## config.mk

```make
export PLATFORM = sky130hd
export DESIGN_NAME = lcd_bus_arbiter_flat
export DESIGN_NICKNAME = d
export VERILOG_FILES = /design/src/rtl/lcd_bus_arbiter_if.sv /design/src/rtl/lcd_bus_arbiter.sv /design/src/flat_wrapper.sv
export SDC_FILE = /design/constraint.sdc
export NUM_CORES = 1
export LEC_CHECK = 0
export BUFFER_PORTS_ARGS = -buffer_cell sky130_fd_sc_hd__buf_2
export CAP_MARGIN = 30
export CORE_AREA = 2 2 89 91
export DETAILED_ROUTE_END_ITERATION = 6
export DIE_AREA = 0 0 91 93
export GPL_ROUTABILITY_DRIVEN = 0
export RECOVER_POWER = 100
export SYNTH_ARGS = -nofsm -noshare
export SYNTH_HDL_FRONTEND = slang
export SYNTH_SLANG_ARGS = --single-unit
```

## constraint.sdc

```tcl
create_clock -name clk -period 3.1 [get_ports clk]
set_input_delay 0.155 -clock clk [delete_from_list [all_inputs] [get_ports clk]]
set_output_delay 0.155 -clock clk [all_outputs]
set_load 0.02 [all_outputs]
```

## src/rtl/lcd_bus_arbiter_if.sv

```systemverilog
// Requester-side handshake and LCD pin bundle for lcd_bus_arbiter.
// The arbiter connects through the slave modport; requesters and the LCD use master.
interface lcd_bus_arbiter_if #(
  parameter int N_REQ = 2
) ();
  logic [N_REQ-1:0]   sess_req;
  logic [N_REQ-1:0]   grant;
  logic [N_REQ-1:0]   op_valid;
  logic [N_REQ-1:0]   op_rs;
  logic [8*N_REQ-1:0] op_data;
  logic [N_REQ-1:0]   op_ack;
  logic               busy;
  logic               lcd_e;
  logic               lcd_rs;
  logic               lcd_rw;
  logic [7:0]         lcd_db;

  modport slave (
    input  sess_req, op_valid, op_rs, op_data,
    output grant, op_ack, busy, lcd_e, lcd_rs, lcd_rw, lcd_db
  );

  modport master (
    output sess_req, op_valid, op_rs, op_data,
    input  grant, op_ack, busy, lcd_e, lcd_rs, lcd_rw, lcd_db
  );
endinterface

```

## src/rtl/lcd_bus_arbiter.sv

```systemverilog
// Round-robin session arbiter for a shared HD44780-style 8-bit LCD bus.
// Each accepted byte becomes a timed write: RS/DB setup, E pulse, hold,
// then an execution wait (long for clear/home commands).
module lcd_bus_arbiter #(
  parameter int N_REQ       = 2,
  parameter int T_SETUP     = 2,
  parameter int T_EHI       = 10,
  parameter int T_HOLD      = 2,
  parameter int T_EXEC      = 800,
  parameter int T_EXEC_LONG = 33000,
  parameter int CW          = 16
) (
  input logic              clk,
  input logic              rst,
  lcd_bus_arbiter_if.slave bus
);

  localparam int          OW = (N_REQ > 1) ? $clog2(N_REQ) : 1;
  localparam int unsigned NR = N_REQ;

  typedef enum logic [2:0] {
    IDLE,
    WAIT_OP,
    SETUP,
    E_HI,
    HOLD,
    EXEC
  } state_t;

  state_t           state_q, state_d;
  logic [CW-1:0]    cnt_q, cnt_d;
  logic [N_REQ-1:0] grant_q, grant_d;
  logic [OW-1:0]    owner_q, owner_d;
  logic             e_q, e_d;
  logic             rs_q, rs_d;
  logic [7:0]       db_q, db_d;

  logic             owner_req;
  logic             owner_valid;
  logic             owner_rs;
  logic [7:0]       owner_byte;
  logic             long_wait;
  logic             rr_found;
  logic [OW-1:0]    rr_idx;
  logic [OW-1:0]    cand;

  // Select the current owner's request lines and byte.
  always_comb begin
    owner_req   = bus.sess_req[owner_q];
    owner_valid = bus.op_valid[owner_q];
    owner_rs    = bus.op_rs[owner_q];
    owner_byte  = '0;
    for (int unsigned i = 0; i < NR; i++) begin
      if (owner_q == OW'(i)) owner_byte = bus.op_data[8*i +: 8];
    end
  end

  // Round-robin pick: first active session request after the last owner.
  always_comb begin
    rr_found = 1'b0;
    rr_idx   = owner_q;
    cand     = owner_q;
    for (int unsigned k = 1; k <= NR; k++) begin
      cand = OW'((32'(owner_q) + k) % NR);
      if (!rr_found && bus.sess_req[cand]) begin
        rr_found = 1'b1;
        rr_idx   = cand;
      end
    end
  end

  // Clear (0x01) and home (0x02/0x03) commands need the long execution wait.
  always_comb begin
    long_wait = !rs_q && (db_q[7:2] == '0) && (db_q != '0);
  end

  // State and datapath registers; reset drops E immediately.
  always_ff @(posedge clk or negedge rst) begin
    if (!rst) begin
      state_q <= IDLE;
      cnt_q   <= '0;
      grant_q <= '0;
      owner_q <= OW'(N_REQ - 1);
      e_q     <= 1'b0;
      rs_q    <= 1'b0;
      db_q    <= '0;
    end else begin
      state_q <= state_d;
      cnt_q   <= cnt_d;
      grant_q <= grant_d;
      owner_q <= owner_d;
      e_q     <= e_d;
      rs_q    <= rs_d;
      db_q    <= db_d;
    end
  end

  // Next-state logic: arbitration, byte latch and bus-cycle timing.
  always_comb begin
    state_d = state_q;
    cnt_d   = cnt_q;
    grant_d = grant_q;
    owner_d = owner_q;
    e_d     = e_q;
    rs_d    = rs_q;
    db_d    = db_q;
    unique case (state_q)
      IDLE: begin
        if (rr_found) begin
          grant_d         = '0;
          grant_d[rr_idx] = 1'b1;
          owner_d         = rr_idx;
          state_d         = WAIT_OP;
        end
      end
      WAIT_OP: begin
        if (!owner_req) begin
          grant_d = '0;
          state_d = IDLE;
        end else if (owner_valid) begin
          rs_d    = owner_rs;
          db_d    = owner_byte;
          cnt_d   = CW'(T_SETUP - 1);
          state_d = SETUP;
        end
      end
      SETUP: begin
        if (cnt_q != '0) begin
          cnt_d = cnt_q - CW'(1);
        end else begin
          e_d     = 1'b1;
          cnt_d   = CW'(T_EHI - 1);
          state_d = E_HI;
        end
      end
      E_HI: begin
        if (cnt_q != '0) begin
          cnt_d = cnt_q - CW'(1);
        end else begin
          e_d     = 1'b0;
          cnt_d   = CW'(T_HOLD - 1);
          state_d = HOLD;
        end
      end
      HOLD: begin
        if (cnt_q != '0) begin
          cnt_d = cnt_q - CW'(1);
        end else begin
          cnt_d   = long_wait ? CW'(T_EXEC_LONG - 1) : CW'(T_EXEC - 1);
          state_d = EXEC;
        end
      end
      EXEC: begin
        if (cnt_q != '0) begin
          cnt_d = cnt_q - CW'(1);
        end else if (owner_req) begin
          state_d = WAIT_OP;
        end else begin
          grant_d = '0;
          state_d = IDLE;
        end
      end
      default: begin
        grant_d = '0;
        e_d     = 1'b0;
        state_d = IDLE;
      end
    endcase
  end

  // Outputs: ack is combinational so it pulses in the cycle the byte is latched.
  always_comb begin
    bus.op_ack = '0;
    if (state_q == WAIT_OP && owner_req && owner_valid) bus.op_ack = grant_q;
    bus.grant  = grant_q;
    bus.busy   = (state_q != IDLE);
    bus.lcd_e  = e_q;
    bus.lcd_rs = rs_q;
    bus.lcd_rw = 1'b0;
    bus.lcd_db = db_q;
  end

endmodule

```

## src/flat_wrapper.sv

```systemverilog
// flat-port wrapper written by rule: the top's interface ports become plain ports
module lcd_bus_arbiter_flat 
#(
  parameter int N_REQ       = 2,
  parameter int T_SETUP     = 2,
  parameter int T_EHI       = 10,
  parameter int T_HOLD      = 2,
  parameter int T_EXEC      = 800,
  parameter int T_EXEC_LONG = 33000,
  parameter int CW          = 16
)
  (clk, rst, bus_sess_req, bus_op_valid, bus_op_rs, bus_op_data, bus_grant, bus_op_ack, bus_busy, bus_lcd_e, bus_lcd_rs, bus_lcd_rw, bus_lcd_db);
  lcd_bus_arbiter_if #(.N_REQ(N_REQ)) bus_i ();
  input logic clk;
  input logic rst;
  input wire logic [$bits(bus_i.sess_req)-1:0] bus_sess_req;
  input wire logic [$bits(bus_i.op_valid)-1:0] bus_op_valid;
  input wire logic [$bits(bus_i.op_rs)-1:0] bus_op_rs;
  input wire logic [$bits(bus_i.op_data)-1:0] bus_op_data;
  output wire logic [$bits(bus_i.grant)-1:0] bus_grant;
  output wire logic [$bits(bus_i.op_ack)-1:0] bus_op_ack;
  output wire logic [$bits(bus_i.busy)-1:0] bus_busy;
  output wire logic [$bits(bus_i.lcd_e)-1:0] bus_lcd_e;
  output wire logic [$bits(bus_i.lcd_rs)-1:0] bus_lcd_rs;
  output wire logic [$bits(bus_i.lcd_rw)-1:0] bus_lcd_rw;
  output wire logic [$bits(bus_i.lcd_db)-1:0] bus_lcd_db;
  assign bus_i.sess_req = bus_sess_req;
  assign bus_i.op_valid = bus_op_valid;
  assign bus_i.op_rs = bus_op_rs;
  assign bus_i.op_data = bus_op_data;
  assign bus_grant = bus_i.grant;
  assign bus_op_ack = bus_i.op_ack;
  assign bus_busy = bus_i.busy;
  assign bus_lcd_e = bus_i.lcd_e;
  assign bus_lcd_rs = bus_i.lcd_rs;
  assign bus_lcd_rw = bus_i.lcd_rw;
  assign bus_lcd_db = bus_i.lcd_db;
  lcd_bus_arbiter #(.N_REQ(N_REQ), .T_SETUP(T_SETUP), .T_EHI(T_EHI), .T_HOLD(T_HOLD), .T_EXEC(T_EXEC), .T_EXEC_LONG(T_EXEC_LONG), .CW(CW)) u_core (.clk(clk), .rst(rst), .bus(bus_i));
endmodule
```

======== After elaboration in Yosys (flattened, before gate mapping) ========
Cells that the tools add are included.
word-level totals
  bits in registers ....................... 32
  bits of input ports ..................... 24
  output and inout port bits .............. 16
  word-level logic and storage cells ...... 95
cells by class
  $add $sub $neg .......................... 3
  $lt $le $gt $ge ......................... 5
  equal/unequal tests ..................... 14
  mux-type cells .......................... 42
  bitwise logic cells ..................... 2
  reduce and logical (&&, ||, !) cells .... 22
operators with widths
  cell                                                                           number
  16-bit 2-to-1 mux                                                              7
  16-bit one-hot mux with 5 select lines                                         1
  3-bit 2-to-1 mux                                                               7
  1-bit 2-to-1 mux                                                               18
  3-bit one-hot mux with 6 select lines                                          1
  16-bit nonzero test                                                            1
  16-bit by 1-bit subtractor with 16-bit output (second input constant)          1
  3-bit AND reduction                                                            3
  1-bit by 2-bit less-than comparator with 1-bit output (second input constant)  4
  2-bit 2-to-1 mux                                                               4
  8-bit 2-to-1 mux                                                               1
  2-bit by 1-bit inequality test with 1-bit output (second input constant)       4
  2-bit inequality test (second input constant)                                  4
  2-bit one-hot mux with 4 select lines                                          1
  8-bit nonzero test                                                             1
  3-bit by 2-bit == test with 1-bit output (second input constant)               2
  3-bit == test (second input constant)                                          2
  1-bit logical AND                                                              6
  6-bit logical NOT                                                              1
  6-bit AND reduction                                                            1
  5-bit nonzero test                                                             1
  4-bit AND reduction                                                            1
  4-bit OR reduction                                                             1
  3-bit by 1-bit == test with 1-bit output (second input constant)               1
  other kinds (11)                                                               14

======== Longest topological paths before layout ========
Gate-level depths: netlist (run 1).
  word-level depth ........................ 13
  gate-level depth with buffers ........... 8
  depth with buffers taken out ............ 7

======== Least setup slack after synthesis (run 1) ========
No wires, ideal clock.
  path kind ............................... reg2reg
  start ................................... register u_core.cnt_q[0]
  end ..................................... register u_core.grant_q[1], in the netlist u_core.bus.grant[1]
  arrival time ............................ 2.215 ns
  slack ................................... 0.758 ns
  stages on the path, launching flop included .. 9
  path buffers ............................ 1
  clock period less this slack ............ 2.342 ns
  cell sequence ........................... dfrtp_1 inv_1 ha_1 or4b_1 buf_2 o41ai_2 a21oi_1 o31ai_2 mux2_1
on the way
  longest elaborated chain between the ends .. 3
RTL lines
  element                          RTL line                text
  start: declaration               lcd_bus_arbiter.sv:31   logic [CW-1:0] cnt_q, cnt_d;
  start signal: assignment         lcd_bus_arbiter.sv:89   cnt_q <= cnt_d;
  16-bit nonzero test              lcd_bus_arbiter.sv:154  if (cnt_q != '0) begin
  2-bit inequality test (no line)  n/a
  3-bit AND reduction (no line)    n/a
  end signal: assignment           lcd_bus_arbiter.sv:90   grant_q <= grant_d;
  end: declaration                 lcd_bus_arbiter.sv:32   logic [N_REQ-1:0] grant_q, grant_d;
No other way between the ends.
A chain may end at the register's enable or synchronous reset.

======== Final worst setup path (run 1) ========
Ends and elaborated chain as after synthesis.

==> results by group, run 1 <==
Outcome
  – Outcome: finished, violations left
  – Failing checks: max-capacitance violations, max-slew violations

Cells and area
  – Area grow syn2layout: 17.2%
  – Layout Nets: 311
  – Most frequent cells in the layout: 31 x dfrtp_1, 26 x a21oi_1, 25 x nor2_1
  – N_diodes: 0
  – Most common cell after layout, fill and taps aside: dfrtp_1
  – Fill count: 840
  – Util after Layout: 0.338
  – Layout cell share with drive strength beyond 1: 0.164

Timing
  – Upper clock frequency limit: 370 MHz
  – Setup TNS: 0 ns
  – Worst clock skew: 0.00687 ns
  – Final Critical Period: 2.71 ns
  – Max-slew headroom: -0.150
  – Period Utilization, post-route: 0.873
  – Slew Limit Fails: 33
  – Slack of the critical path: 0.394 ns
  – Final setup viols: 0
  – RSZ-0062 raised after global routing: false
  – Slew @ Worst Pin: 1.72 ns
  – Hold Violations, Final: 0

Floorplan
  – Row cnt: 32
  – Die height: 93 microns
  – Die footprint: 8460 sq um
  – Core Area: 7530 sq um
  – Initial Util: 0.288
  – Io pins: 40
  – Die X-Extent: 91 microns

Logic synthesis
  – Post-Syn Area: 2170 sq um
  – Synth Area in Compound Gates: 0.264
  – Sequential-to-total area share from yosys stat: 0.370
  – Mux contribution to synthesized area: 0.0704
  – Synth unique cells: 58
  – Synth warn: 0
  – Largest family of logic cells by synthesized area: compound AO/OA/AOI/OAI gates
  – Gate Count Post-Synth: 244
  – Post-Syn Area per Cell: 8.89 sq um
  – Share of flip-flops with an asynchronous set or reset: 1.00
  – Xor and xnor area share after synthesis: 0.00808
  – #FFs+latches synth: 32
  – Top_reg_cell synth: dfrtp_1
  – Synth area leaders: dfrtp_1 36%, mux2i_1 6.0%, a21oi_1 5.8%
  – Cell taking the most area after synthesis: dfrtp_1
  – EDFF count, synth: 0
  – Adder-Cell Fraction of Synth Area: 0.0115
  – Syn_nets: 270
  – Synth top area share: 0.358
  – Fraction of the mapped netlist area in simple logic gates: 0.224

Routing
  – DRT Pass-1 Iters: 4
  – Final wirelength: 5.39 mm
  – Vias per inst: 5.13
  – Routed Antenna Nets: 0
  – Drt drc: 0
  – DR WL/cell: 13.9 microns
  – Starting DRT DRC Count: 93
  – Vias post-DR: 1989

Pwr
  – Tot Pwr: 2.96 mW
  – Peak supply drop: 0.437 mV
  – Pwr/cell area: 1160 nW/um^2
  – Leakage: 1.08 nW

Global routing
  – Top Usage Layer GRT: met2
  – Vias in the first global route: 1973
  – Largest net degree at the start of global routing: 33
  – GR Overflow Total: 0
  – First-pass GRT wire length: 9.43 mm
  – Grt met1 use: 0.177
  – Initial antenna violation count: 0
  – Total track usage: 0.136
  – Met3 usage: 0.0274
  – GR Util met2: 0.222

Clock network
  – Root cell of the clock tree: clkbuf_8
  – Clk sink count: 32
  – Cts hold-fix bufs: 1
  – CTS H-tree depth: 2
  – CTS tree: done
  – Post-CTS Setup Inserts: 0
  – CTS clk-pin slew, worst paths: 0.08 ns
  – Post-CTS sizing: 0
  – CTS max path bufs: 2
  – Clk Latency, worst-skew pair: 0.30 ns
  – CTS Buf Count: 5

Worst hold path
  – Hold WC Path Type: in -> reg

Place
  – Hpwl dp: 4.01 mm
  – Pre-CTS setup slack: 0.449 ns
  – # port buffers: 38

Worst setup path
  – Critical path peak fanout: 8
  – Worst path required time: 3.28 ns
  – Critical path type: reg -> reg
  – Arrival time worst endpoint: 2.88 ns
  – CP startpoint kind: register
  – Worst setup EP type: register

Job
  – Max cap viols: 1
state kept, by name, indices dropped and copies added (netlist names):
name	cells
u_core.bus.lcd_rs	1
u_core.bus.lcd_db	8
u_core.cnt_q	16
u_core.owner_q	1
u_core.bus.lcd_e	1
u_core.bus.grant	2
u_core.state_q	3
final cells by class:
class | instances | area [sq um] | share of cell area
multi-input combinational | 186 | 1230 | 0.486
clock inverter | 3 | 23.8 | 0.00935
timing repair buffer | 48 | 239 | 0.0940
clock buffer | 5 | 68.8 | 0.0271
inverter | 12 | 45.0 | 0.0177
sequential | 32 | 802 | 0.316
tap | 102 | 128 | 0.0502
critical path, cell delays in order (launching register included):
cell and delay, ns:
dfrtp_1 0.40, inv_1 0.08, ha_1 0.19, or4b_1 0.65, o41ai_1 0.42, a21oi_1 0.13, o31ai_1 0.36, mux2_1 0.36
stage by stage:
step	std cells	hold slack, ns	area [sq um]
3_3_place_gp	379	0.261	2500
5_1_grt	388	0.0707	2540
2_1_floorplan	244	-0.141	2170
3_5_place_dp	379	0.263	2500
6_report	388	0.0636	2540
4_1_cts	388	0.0527	2600
kinds of logic after synthesis:
group / count (synthesis)
multiplexers: 15
AND/OR/NAND/NOR: 85
adder cells (fa/ha/maj): 2
flip-flops: 32
buffers and inverters: 26
AO/OA/AOI/OAI: 81
XOR/XNOR: 2
other: 1
per-layer routing:
metal / vias up / share of wire
li1: 999 / -
met1: 930 / 0.47
met2: 52 / 0.46
met3: 8 / 0.052
met4: 0 / 0.016
met5: - / 0
power by group:
part,internal (mW),switching (mW),leakage [nW]
logic,0.696,1.14,0.636
registers,0.592,0.193,0.401
clock network,0.159,0.180,0.0404
worst paths after layout:
kind	startpoint	end	slack, ns	cells after the start
hold reg to reg	u_core.bus.grant[1]$_DFFE_PN0P_	u_core.bus.grant[1]$_DFFE_PN0P_	0.52	1
setup / recovery	u_core.cnt_q[0]$_DFFE_PN0P_	u_core.bus.grant[1]$_DFFE_PN0P_	0.39	7
max in group asynchronous	rst	u_core.state_q[0]$_DFFE_PN0P_	1.25	2
setup reg to reg	u_core.cnt_q[0]$_DFFE_PN0P_	u_core.bus.grant[1]$_DFFE_PN0P_	0.39	7
min in group asynchronous	rst	u_core.cnt_q[5]$_DFFE_PN0P_	0.86	2
hold / removal	bus_sess_req[0]	u_core.owner_q$_DFFE_PN1P_	0.06	2
synthesized netlist by cell type (2+ instances only):
library cell and count:
buf_2 5, or4_1 5, nor4_2 2, o21ai_0 15, nand3_1 6, a32o_1 5
nand2b_1 4, nor3_1 10, mux2i_1 13, dfrtp_1 31, o21ai_1 2, nor4b_2 2
or3_1 3, nand2_1 10, inv_1 12, a2bb2oi_1 2, clkbuf_1 7, nor2_1 25
a21oi_1 25, and2_1 5, a22o_1 4, ha_1 2, o211ai_1 5, xnor2_1 2
nand4_1 2, a41oi_1 2, nor4_1 6, a31oi_1 2
Power figures use the tool's default switching activity.
==> inputs of run 2 (changes only) <==
--- a/config.mk
+++ b/config.mk
@@ -7,11 +7,12 @@
 export LEC_CHECK = 0
 export BUFFER_PORTS_ARGS = -buffer_cell sky130_fd_sc_hd__buf_2
 export CAP_MARGIN = 30
-export CORE_AREA = 2 2 89 91
+export CORE_AREA = 2 2 81 99
 export DETAILED_ROUTE_END_ITERATION = 6
-export DIE_AREA = 0 0 91 93
+export DIE_AREA = 0 0 83 101
 export GPL_ROUTABILITY_DRIVEN = 0
 export RECOVER_POWER = 100
+export REMOVE_ABC_BUFFERS = 1
 export SYNTH_ARGS = -nofsm -noshare
 export SYNTH_HDL_FRONTEND = slang
 export SYNTH_SLANG_ARGS = --single-unit
==> run 2 against run 1 <==
The flow still finishes with violations (max-capacitance violations, max-slew violations). Sequential share of layout area is 0.25 points lower. Worst setup slack worse by 0.0012 ns. Power is 4.3% higher. Sequential power is 5.6% higher. Maximum frequency hardly changed. Critical endpoint unchanged.
==> results by group, run 2 (synthesis gave the netlist of run 1 again) <==
Outcome
  – Outcome: finished, violations left
  – Failing checks: max-capacitance violations, max-slew violations

Floorplan
  – Die X-Extent: 83 microns (-8.8%)
  – Die height: 101 microns (+8.6%)
  – Die footprint: 8380 sq um (-0.95%)
  – Row cnt: 35 (+9.4%)
  – Io pins: 40 (unchanged)
  – Core Area: 7490 sq um (-0.52%)
  – Initial Util: 0.290 (+0.00149)

Timing
  – Hold Violations, Final: 0 (unchanged)
  – Worst clock skew: 0.00878 ns (+0.00191 ns)
  – Max-slew headroom: -0.140 (+0.00969)
  – Final setup viols: 0 (unchanged)
  – Slew Limit Fails: 33 (unchanged)
  – Upper clock frequency limit: 369 MHz (about the same)
  – RSZ-0062 raised after global routing: false
  – Setup TNS: 0 ns (unchanged)
  – Period Utilization, post-route: 0.873 (about the same)
  – Slew @ Worst Pin: 1.71 ns (-0.0145 ns)
  – Final Critical Period: 2.71 ns (+0.00124 ns)

Global routing
  – GR Overflow Total: 0 (unchanged)
  – Initial antenna violation count: 0 (unchanged)
  – GR Util met2: 0.233 (+0.0110)
  – Grt met1 use: 0.162 (-0.0147)
  – Vias in the first global route: 1911 (-3.1%)
  – Met3 usage: 0.0238 (-0.00365)
  – First-pass GRT wire length: 9.07 mm (-3.9%)
  – Largest net degree at the start of global routing: 33 (unchanged)
  – Total track usage: 0.133 (-0.00358)
  – Top Usage Layer GRT: met2

Cells and area
  – Layout Nets: 308 (-0.96%)
  – Most frequent cells in the layout: 31 x dfrtp_1, 25 x nor2_1, 25 x a21oi_1
  – Fill count: 773 (-8.0%)
  – Final instance area: 2560 sq um (+0.79%)
  – Top reg by flops: u_core.cnt_q
  – Largest register FFs: 16 (unchanged)
  – Most common cell after layout, fill and taps aside: dfrtp_1
  – Layout cell share with drive strength beyond 1: 0.170 (+0.00528)
  – N_diodes: 0 (unchanged)
  – Area grow syn2layout: 18.1%

Worst hold path
  – Hold WC Path Type: in -> reg

Clock network
  – CTS clk-pin slew, worst paths: 0.07 ns (about the same)
  – CTS Buf Count: 5 (unchanged)
  – CTS tree: done
  – CTS max path bufs: 2 (unchanged)
  – Post-CTS Setup Inserts: 0 (unchanged)
  – Clk sink count: 32 (unchanged)
  – Cts hold-fix bufs: 1 (unchanged)
  – Clk Latency, worst-skew pair: 0.29 ns (about the same)
  – Post-CTS sizing: 0 (unchanged)
  – CTS H-tree depth: 2 (unchanged)
  – Root cell of the clock tree: clkbuf_8

Routing
  – Final wirelength: 5.41 mm (+0.39%)
  – DRT Pass-1 Iters: 4 (unchanged)
  – Vias per inst: 5.35 (+4.3%)
  – Drt drc: 0 (unchanged)
  – DR WL/cell: 14.4 microns (+3.9%)
  – Routed Antenna Nets: 0 (unchanged)
  – Starting DRT DRC Count: 95 (+2.2%)
  – Vias post-DR: 2005 (+0.80%)

Worst setup path
  – Worst setup EP type: register
  – Critical path peak fanout: 8 (unchanged)
  – CP startpoint kind: register
  – CP max stage cell: or4b_1
  – Arrival time worst endpoint: 2.88 ns (about the same)
  – Worst path required time: 3.27 ns (about the same)
  – Critical path type: reg -> reg
  – Crit-path cells: inv_1, ha_1, or4b_1, o41ai_1, a21oi_1, o31ai_1, mux2_1
  – R2R setup slack: 0.39 ns (about the same)
  – Crit path largest cell delay: 0.64 ns (about the same)

Job
  – Max cap viols: 1 (unchanged)

Pwr
  – Peak supply drop: 0.499 mV (+14%)
  – Leakage: 1.10 nW (+2.0%)
  – Pwr/cell area: 1200 nW/um^2 (+3.4%)

Place
  – DP Area: 2460 sq um (-1.4%)
  – # port buffers: 38 (unchanged)
  – Hpwl dp: 3.98 mm (-0.80%)
-- run 2: path summary, 6_finish.rpt --
kind / start / end / depth (start not counted)
hold / removal: bus_sess_req[0] / u_core.owner_q$_DFFE_PN1P_ / 2
max in group asynchronous: rst / u_core.bus.grant[1]$_DFFE_PN0P_ / 2
hold reg to reg: u_core.bus.grant[1]$_DFFE_PN0P_ / u_core.bus.grant[1]$_DFFE_PN0P_ / 1
setup reg to reg: u_core.cnt_q[0]$_DFFE_PN0P_ / u_core.bus.grant[1]$_DFFE_PN0P_ / 7
setup / recovery: u_core.cnt_q[0]$_DFFE_PN0P_ / u_core.bus.grant[1]$_DFFE_PN0P_ / 7
min in group asynchronous: rst / u_core.cnt_q[5]$_DFFE_PN0P_ / 2
-- run 2: critical path: cells and delay by family (launching register included) --
kind / cells / cell delay [ns]
AOI/OAI and AO/OA: 3 / 0.91
adders and majority gates: 1 / 0.20
buffers and inverters: 1 / 0.08
DFF: 1 / 0.40
muxes: 1 / 0.36
and+or+nand+nor: 1 / 0.64
-- run 2: cell type report --
type                       count  area, sq um  share of cell area
tap                           92          115              0.0449
clock inverter                 1         30.0              0.0117
multi-input combinational    186         1240               0.486
clock buffer                   7         96.3              0.0376
sequential                    32          802               0.313
timing repair buffer          45          228              0.0889
inverter                      12         45.0              0.0176
-- run 2: routing by layer --
layer,wire length (microns),vias up
li1,-,998
met1,2510,951
met2,2600,46
met3,171,10
met4,125,0
met5,0,-
-- run 2: per-stage QoR --
step	hold WS (ns)	utilization	cells	setup WS (ns)	power, mW
finish	0.0866	0.342	375	0.393	3.08
global route	0.0916	0.342	375	0.238	3.33
CTS	0.0741	0.347	375	0.500	3.15
detailed placement	0.257	0.329	366	0.523	2.69
global placement	0.262	0.329	366	0.576	2.68
floorplan	-0.141	-	230	0.196	2.14
-- run 2: power by group --
part | total [mW] | internal, mW | switching (mW)
combinational | 1.81 | 0.701 | 1.11
clock | 0.445 | 0.284 | 0.161
sequential | 0.829 | 0.591 | 0.238
total | 3.08 | 1.58 | 1.51
